<file path="src/rtl/traffic_pkg.sv">
// Shared state/phase encoding and constant helpers for the traffic controller.
package traffic_pkg;

    localparam logic [2:0] PH_ALLRED = 3'd0;
    localparam logic [2:0] PH_GREEN  = 3'd1;
    localparam logic [2:0] PH_YELLOW = 3'd2;
    localparam logic [2:0] PH_WALK   = 3'd3;
    localparam logic [2:0] PH_FLASH  = 3'd4;

    typedef enum logic [2:0] {
        ST_ALLRED = PH_ALLRED,
        ST_GREEN  = PH_GREEN,
        ST_YELLOW = PH_YELLOW,
        ST_WALK   = PH_WALK,
        ST_FLASH  = PH_FLASH
    } state_t;

    // Longest phase duration; sizes the shared phase timer.
    function automatic int max_dur(input int a, input int b, input int c,
                                   input int d, input int e);
        int m;
        m = a;
        if (b > m) m = b;
        if (c > m) m = c;
        if (d > m) m = d;
        if (e > m) m = e;
        return m;
    endfunction

endpackage

</file>
<file path="src/rtl/traffic_ctrl_n_phase_tmr.sv">
// Loadable phase down-counter; holds at zero and flags it for the controller.
module phase_tmr #(
    parameter int W       = 6,
    parameter int RST_VAL = 0
) (
    input  logic         clk,
    input  logic         rst,
    input  logic         i_load,
    input  logic [W-1:0] i_load_val,
    output logic         o_zero
);

    logic [W-1:0] r_cnt;

    // NOTE: registers use non-blocking assignments so every flop samples pre-edge values.
    always_ff @(posedge clk or negedge rst) begin
        if (!rst) begin
            r_cnt <= W'(RST_VAL);
        end else if (i_load) begin
            r_cnt <= i_load_val;
        end else if (r_cnt != '0) begin
            r_cnt <= r_cnt - 1'b1;
        end
    end

    assign o_zero = (r_cnt == '0);

endmodule

</file>
<file path="src/rtl/traffic_ctrl_n.sv">
// Round-robin traffic controller with pedestrian phase after every road cycle.
// Define PED_REQ_EN to run the pedestrian phase only when a request is pending.
module traffic_ctrl_n
    import traffic_pkg::*;
#(
    parameter int NUM_ROADS = 2,
    parameter int GREEN_T   = 40,
    parameter int YELLOW_T  = 5,
    parameter int ALLRED_T  = 2,
    parameter int WALK_T    = 25,
    parameter int FLASH_T   = 7
) (
    input  logic                         clk,
    input  logic                         rst,
    input  logic                         ped_req,
    output logic [NUM_ROADS-1:0]         road_g,
    output logic [NUM_ROADS-1:0]         road_y,
    output logic [NUM_ROADS-1:0]         road_r,
    output logic                         walk_g,
    output logic                         walk_r,
    output logic [2:0]                   phase,
    output logic [$clog2(NUM_ROADS)-1:0] cur_road
);

    localparam int RW    = $clog2(NUM_ROADS);
    localparam int MAX_T = max_dur(GREEN_T, YELLOW_T, ALLRED_T, WALK_T, FLASH_T);
    localparam int TW    = $clog2(MAX_T + 1);
    localparam logic [RW-1:0] LAST_ROAD = RW'(NUM_ROADS - 1);

    state_t                r_state;
    state_t                w_nxt_state;
    logic [RW-1:0]         r_road;
    logic [RW-1:0]         w_nxt_road;
    logic                  r_wrap;
    logic                  w_nxt_wrap;
    logic                  w_walk_due;
    logic                  w_tmr_zero;
    logic [TW-1:0]         w_load_val;
    logic [NUM_ROADS-1:0]  w_road_oh;
    logic [NUM_ROADS-1:0]  r_road_g;
    logic [NUM_ROADS-1:0]  r_road_y;
    logic [NUM_ROADS-1:0]  r_road_r;
    logic                  r_walk_g;
    logic                  r_walk_r;

    // NOTE: defaults first so every path assigns every signal and no latch is inferred.
    always_comb begin
        w_nxt_state = r_state;
        w_nxt_road  = r_road;
        w_nxt_wrap  = r_wrap;
        case (r_state)
            ST_ALLRED: begin
                w_nxt_wrap  = 1'b0;
                w_nxt_state = (r_wrap && w_walk_due) ? ST_WALK : ST_GREEN;
            end
            ST_GREEN:  w_nxt_state = ST_YELLOW;
            ST_YELLOW: begin
                w_nxt_state = ST_ALLRED;
                if (r_road == LAST_ROAD) begin
                    w_nxt_road = '0;
                    w_nxt_wrap = 1'b1;
                end else begin
                    w_nxt_road = r_road + 1'b1;
                end
            end
            ST_WALK:   w_nxt_state = ST_FLASH;
            ST_FLASH:  w_nxt_state = ST_ALLRED;
            default:   w_nxt_state = ST_ALLRED;
        endcase
    end

    always_comb begin
        case (w_nxt_state)
            ST_GREEN:  w_load_val = TW'(GREEN_T - 1);
            ST_YELLOW: w_load_val = TW'(YELLOW_T - 1);
            ST_WALK:   w_load_val = TW'(WALK_T - 1);
            ST_FLASH:  w_load_val = TW'(FLASH_T - 1);
            default:   w_load_val = TW'(ALLRED_T - 1);
        endcase
    end

    assign w_road_oh = NUM_ROADS'(1) << w_nxt_road;

    phase_tmr #(
        .W       (TW),
        .RST_VAL (ALLRED_T - 1)
    ) u_phase_tmr (
        .clk        (clk),
        .rst        (rst),
        .i_load     (w_tmr_zero),
        .i_load_val (w_load_val),
        .o_zero     (w_tmr_zero)
    );

    // Lamps are registered from the state being entered, so they change with the state.
    always_ff @(posedge clk or negedge rst) begin
        if (!rst) begin
            r_state  <= ST_ALLRED;
            r_road   <= '0;
            r_wrap   <= 1'b0;
            r_road_g <= '0;
            r_road_y <= '0;
            r_road_r <= '1;
            r_walk_g <= 1'b0;
            r_walk_r <= 1'b1;
        end else if (w_tmr_zero) begin
            r_state  <= w_nxt_state;
            r_road   <= w_nxt_road;
            r_wrap   <= w_nxt_wrap;
            r_road_g <= (w_nxt_state == ST_GREEN)  ? w_road_oh : '0;
            r_road_y <= (w_nxt_state == ST_YELLOW) ? w_road_oh : '0;
            r_road_r <= (w_nxt_state inside {ST_GREEN, ST_YELLOW}) ? ~w_road_oh : '1;
            r_walk_g <= (w_nxt_state inside {ST_WALK, ST_FLASH});
            r_walk_r <= !(w_nxt_state inside {ST_WALK, ST_FLASH});
        end else if (r_state == ST_FLASH) begin
            r_walk_g <= ~r_walk_g;
        end
    end

`ifdef PED_REQ_EN
    logic r_ped_pend;

    // Clearing on WALK entry wins over a coincident request, consuming it.
    always_ff @(posedge clk or negedge rst) begin
        if (!rst) begin
            r_ped_pend <= 1'b0;
        end else if (w_tmr_zero && (w_nxt_state == ST_WALK)) begin
            r_ped_pend <= 1'b0;
        end else if (ped_req && (r_state != ST_WALK) && (r_state != ST_FLASH)) begin
            r_ped_pend <= 1'b1;
        end
    end

    assign w_walk_due = r_ped_pend;
`else
    logic w_unused_ped_req;
    assign w_unused_ped_req = ped_req;
    assign w_walk_due       = 1'b1;
`endif

    assign road_g   = r_road_g;
    assign road_y   = r_road_y;
    assign road_r   = r_road_r;
    assign walk_g   = r_walk_g;
    assign walk_r   = r_walk_r;
    assign phase    = r_state;
    assign cur_road = r_road;

endmodule
</file>
<file path="config.mk">
export PLATFORM = sky130hd
export DESIGN_NAME = traffic_ctrl_n
export DESIGN_NICKNAME = d
export VERILOG_FILES = /design/src/rtl/traffic_pkg.sv /design/src/rtl/traffic_ctrl_n_phase_tmr.sv /design/src/rtl/traffic_ctrl_n.sv
export SDC_FILE = /design/constraint.sdc
export NUM_CORES = 1
export LEC_CHECK = 0
export ABC_AREA = 1
export CAP_MARGIN = 20
export CORE_MARGIN = 2
export CORE_UTILIZATION = 30
export CTS_BUF_LIST = sky130_fd_sc_hd__clkbuf_4 sky130_fd_sc_hd__clkbuf_8
export CTS_CLUSTER_DIAMETER = 120
export DETAILED_ROUTE_END_ITERATION = 16
export MAX_ROUTING_LAYER = met4
export PLACE_DENSITY = 0.46
export RECOVER_POWER = 50
export SYNTH_ARGS = -nofsm -noshare
export SYNTH_HDL_FRONTEND = slang
export SYNTH_HIERARCHICAL = 1
export SYNTH_SLANG_ARGS = --single-unit
</file>
<file path="constraint.sdc">
create_clock -name clk -period 4.8 [get_ports clk]
set_input_delay 0.72 -clock clk [delete_from_list [all_inputs] [get_ports clk]]
set_output_delay 0.72 -clock clk [all_outputs]
set_load 0.01 [all_outputs]
</file>
Word-level counts from Yosys, hierarchy flattened
Index checks and enable logic that the tools add are counted.
- word-level logic and storage cells: 47
- bits in latches: 0
- flip-flop bits (word level): 19
- RAM bits: 0
- output and inout port bits: 12
- ROM bits: 0
- memories kept: 0
- bitwise logic cells: 2
- add/sub/neg operators: 2
- equal/unequal tests: 9
- div/mod/pow operators: 0
- multiply operators: 0
- shift-type cells: 1
- muxes and demuxes: 14
- reductions and logical operators: 10
- order comparisons: 0
- operator list (kind ; count):
    $pmux 6 s4 ; 1
    $eq 3x2->1 const B ; 4
    $mux 6 ; 2
    $reduce_bool 2->1 ; 5
    $pmux 3 s3 ; 1
    $mux 2 ; 4
    $eq 3x1->1 const B ; 2
    $eq 3x3->1 const B ; 2
    $logic_not 6->1 ; 1
    $reduce_bool 6->1 ; 1
    $sub 6x1->6 const B ; 1
    $mux 1 ; 5
    $logic_not 3->1 ; 1
    $reduce_and 3->1 ; 1
    $ne 2x2->1 const B ; 1
    $not 2->2 ; 1
    $pmux 1 s2 ; 1
    $shl 1x1->2 const A ; 1
    $add 1x1->1 const B ; 1
    $logic_not 1->1 ; 1
    $not 1->1 ; 1

Longest topological paths before layout
- depth after elaboration: 6
- gate-level depth with buffers: 12
- depth with buffers taken out: 11

Hierarchy
The synthesis kept the hierarchy.
- modules (own cells, without submodules) (module ; cells each ; seq. area each (µm²) ; times used ; area each (µm²)):
    traffic_ctrl_n ; 84 ; 329.1 ; 1 ; 665.6
    phase_tmr ; 55 ; 151.4 ; 1 ; 414.1

Least setup slack after synthesis
Ideal clock, no wire load.
- kind: reg-to-reg
- start: reg u_phase_tmr.r_cnt[0]
- end: reg u_phase_tmr.r_cnt[1]
- stages on the path, launching flop included: 12
- arrival: 1505 ps
- buffers on the path: 1
- required time: 4679 ps
- period minus slack after synthesis: 1626 ps
- setup slack: 3174 ps
- cells stage by stage: dfstp_2 > inv_1 > ha_1 > inv_1 > nor2_4 > nand3_2 > inv_1 > buf_4 > inv_1 > nand4_2 > nand2_1 > o21ai_1
- RTL lines (what ; RTL line ; source):
    from (decl) ; traffic_ctrl_n_phase_tmr.sv:13 ; logic [W-1:0] r_cnt;
    from (signal assigned) ; traffic_ctrl_n_phase_tmr.sv:18 ; r_cnt <= W'(RST_VAL);
    from (signal assigned) ; traffic_ctrl_n_phase_tmr.sv:20 ; r_cnt <= i_load_val;
    from (signal assigned) ; traffic_ctrl_n_phase_tmr.sv:22 ; r_cnt <= r_cnt - 1'b1;
    $logic_not 6->1 * ; traffic_ctrl_n_phase_tmr.sv:26 ; assign o_zero = (r_cnt == '0);
    via w_tmr_zero ; traffic_ctrl_n.sv:37 ; logic w_tmr_zero;
    $mux 6 or $reduce_bool 2->1 (tied branches) ; -- ;
Mark *: on every way through the listed nets, which the timed path passes. The rest lies on a longest branch. The select of a mux whose other input is x is not followed.
A chain may end at the register's enable or synchronous reset.

Worst setup path after layout
- start: reg u_phase_tmr.r_cnt[0]
- end: reg r_walk_g (netlist: walk_g)
- cells in the longest elaborated chain, start to end: 2
- ends and longest elaborated chain (what ; RTL line ; source):
    $logic_not 6->1 * ; traffic_ctrl_n_phase_tmr.sv:26 ;
    via w_tmr_zero ; traffic_ctrl_n.sv:37 ;
    $mux 1 or $reduce_bool 2->1 (tied branches) ; -- ;
    to (signal assigned) ; traffic_ctrl_n.sv:113 ; r_walk_g <= (w_nxt_state inside {ST_WALK, ST_FLASH});
    to (signal assigned) ; traffic_ctrl_n.sv:116 ; r_walk_g <= ~r_walk_g;
    to (decl) ; traffic_ctrl_n.sv:43 ; logic r_walk_g;
Mark *: on every way through the listed nets, which the timed path passes. The rest lies on a longest branch.

==> flow_summary.yaml <==
yosys:
  ys.warnings.count: 6
  ys_ff_latch: 19
  yosysTopAreaCell: "dfrtp_1"
  synth.top_cell.area_share_pct: 34.8
  syn-num-nets: 144
  seq_area_frac_synth_pct: 44.5
  synth.top_cells.by_area: "dfrtp_1, nand2_1, dfstp_2, inv_1, nand3_1"
  synth.distinct_cells: 25
  synthCells: 139
  syn-cell-area_sq_um: 1080
  synth.avg_cell_area_sq_um: 7.77
worst_hold_path:
  holdPathEnd: "road_r[0]$_DFFE_PN1P_"
  hold_class: "reg -> reg"
  min_from: "road_r[0]$_DFFE_PN1P_"
  whs_path_depth: 2
sta:
  hold_viol_final: 0
  period_minus_slack_ns: 2.34
  slew_violations: 0
  maxSlewHeadroom_pct: 38.8
  worst_pin_slew_ns: 0.916
  skew_ns: 0.00338
  grt_setup_unrepaired: "false"
  whs_ns: 0.476
  setup_viol: 0
  tns_ns: 0
  period_share_pct: 48.7
  clock.fmax_mhz: 428
placed_design:
  dp_cells: 195
  dp_hpwl_um: 1700
  place_congestion: 0.748
  placed_area_sq_um: 1250
  io_buffer_count: 13
critical_path:
  crit_cells: 11
  r2r_start: "u_phase_tmr/r_cnt[0]$_DFFE_PN1P_"
  crit_top_cell: "inv_1"
  r2r_slack_ns: 2.46
  arrival_ns: 2.55
  rr_worst_depth: 11
  path_buf_inv: 5
  worstPathMaxFanout: 20
  worst_setup_path_end_kind: "flop"
  start_kind: "flop"
  max_stage_delay_ns: 0.43
  cp_slowest_cell: "inv_1"
  rr_endpoint: "walk_g$_DFFE_PN0P_"
  crit_required_ns: 5.01
  worstSetupPathType: "reg -> reg"
  cp_top_family: "buffers and inverters"
  path_cells: "inv_1 > ha_1 > inv_1 > nor2_4 > nand3_1 > inv_1 > inv_1 > a21oi_1 > nand2_1 > nand2_1 > inv_1"
floorplan:
  start_util_pct: 31.9
  rows: 21
  io_pins: 15
  core-area_sq_um: 3390
  die-area_sq_um: 4100
  chipWidth_um: 64.0
  die_h_um: 64.0
routing:
  firstDrtPassIters: 4
  antenna_left: 0
  vias: 921
  drt-vias-per-instance: 4.63
  routedWlPerCell_um: 11.7
  drt_first_iter_violations: 28
  drc: 0
  finalWirelength_um: 2320
clock_network:
  cts_buffers: 3
  cts_hold_buf: 0
  cts_setup_buffers: 0
  cts_resized: 0
  htreeDepth: 1
  clkSinkCount: 19
  ctsRootBufferMaster: "clkbuf_4"
  clk_latency_ns: 0.30
  cts_tree: "built"
  cts_max_path_buffers: 2
  clk_pin_slew_worst_paths_ns: 0.11
global_route:
  grt_max_degree: 21
  antenna_found_initial: 0
  grt_pass1_wl_um: 4070
  grt_use_total_pct: 13.1
  grt_pass1_vias: 913
  overflow: 0
layout:
  num-nets-final: 159
  nFillCells: 352
  stdcell_count: 199
  syn2layout_area_growth_pct: 18.0
  fin_util_pct: 37.6
  design_area_sq_um: 1270
  diodes: 0
  drive_above_1_share_pct: 17.6
power_and_ir_drop:
  ir_worst_vdd_uv: 73.2
  leakage_nw: 0.610
  p_per_area_nw_per_um2: 200
run_status:
  status: "finished, final reports clean"
flow_run:
  maxCapViolations: 0
## state kept, by name, summed over array words and instances (netlist names)
signal             flops
walk_r                 1
road_r                 2
road_g                 2
road_y                 2
phase                  3
cur_road               1
r_wrap                 1
u_phase_tmr/r_cnt      6
walk_g                 1
## area by class of cell
type	count	area, sq um	area share [%]
multi-input combinational	99	508	39.9
sequential	19	480	37.7
timing repair buffer	13	130	10.2
inverter	18	67.6	5.30
tap	46	57.6	4.52
clock buffer	4	30.0	2.36
## placed cells by master (no fill, tap or decap), drive strengths merged
| master | n |
|---|---|
| a22oi | 1 |
| clkdlybuf4s50 | 7 |
| nand3b | 2 |
| o21ai | 11 |
| nand3 | 12 |
| xnor2 | 1 |
| nand4 | 4 |
| clkbuf | 4 |
| a21oi | 2 |
| dfstp | 4 |
| nor3 | 1 |
| nor2 | 8 |
| nand2 | 54 |
| ha | 2 |
| dlygate4sd3 | 6 |
| inv | 18 |
| o211ai | 1 |
| dfrtp | 15 |
## logic make-up after synthesis
kind of cell | synth area share [%]
buffers and inverters | 8.00
adders and majority gates | 2.32
AOI/OAI and AO/OA | 7.42
xor gates and xnor gates | 0.811
DFF | 44.5
and+or+nand+nor | 37.0
## cells in the mapped netlist
cell / number
a21oi_1: 2
a22oi_1: 1
buf_4: 1
clkbuf_1: 1
clkbuf_4: 1
dfrtp_1: 15
dfstp_2: 4
ha_1: 2
inv_1: 13
inv_2: 5
nand2_1: 50
nand2_2: 4
nand3_1: 9
nand3_2: 3
nand3b_1: 2
nand4_1: 3
nand4_2: 1
nor2_1: 2
nor2_2: 4
nor2_4: 2
nor3_2: 1
o211ai_1: 1
o21ai_0: 5
o21ai_1: 6
xnor2_1: 1
## worst reg2reg max path: cells and delay by family (launching register included)
| family | cells | cell delay, ns |
|---|---|---|
| buffers and inverters | 5 | 1.05 |
| and+or+nand+nor | 4 | 0.38 |
| adders and majority gates | 1 | 0.18 |
| AOI/OAI and AO/OA | 1 | 0.25 |
| DFF | 1 | 0.38 |
## per-layer routing
metal | vias up | track usage, % | share of wire (%)
li1 | 472 | - | -
met1 | 435 | 16.3 | 50
met2 | 10 | 21.2 | 46
met3 | 4 | 2.46 | 2.5
met4 | 0 | 4.89 | 1.4
met5 | - | - | 0
## power breakdown
part           internal [mW]  switching (mW)
sequential             0.160               0
clock                 0.0381          0.0523
combinational       0.000543         0.00320
total                  0.199          0.0555
## through the flow
step	total power, mW	worst slack (ns)
2_1_floorplan	0.163	3.17
3_3_place_gp	0.167	2.51
3_5_place_dp	0.167	2.47
4_1_cts	0.260	2.45
5_1_grt	0.266	2.06
6_report	0.254	2.46
## how the worst max path moves through the flow
stage | startpoint | slack, ns | to
after floorplan | u_phase_tmr/r_cnt[0]$_DFFE_PN1P_ | 3.17 | u_phase_tmr/r_cnt[1]$_DFFE_PN0P_
after global routing | u_phase_tmr/r_cnt[0]$_DFFE_PN1P_ | 2.06 | walk_g$_DFFE_PN0P_
after CTS | u_phase_tmr/r_cnt[0]$_DFFE_PN1P_ | 2.45 | walk_g$_DFFE_PN0P_
after global placement | u_phase_tmr/r_cnt[0]$_DFFE_PN1P_ | 2.51 | walk_g$_DFFE_PN0P_
after detailed placement | u_phase_tmr/r_cnt[0]$_DFFE_PN1P_ | 2.47 | walk_g$_DFFE_PN0P_
final | u_phase_tmr/r_cnt[0]$_DFFE_PN1P_ | 2.46 | walk_g$_DFFE_PN0P_
No activity file was read; power rests on OpenSTA's default activity.
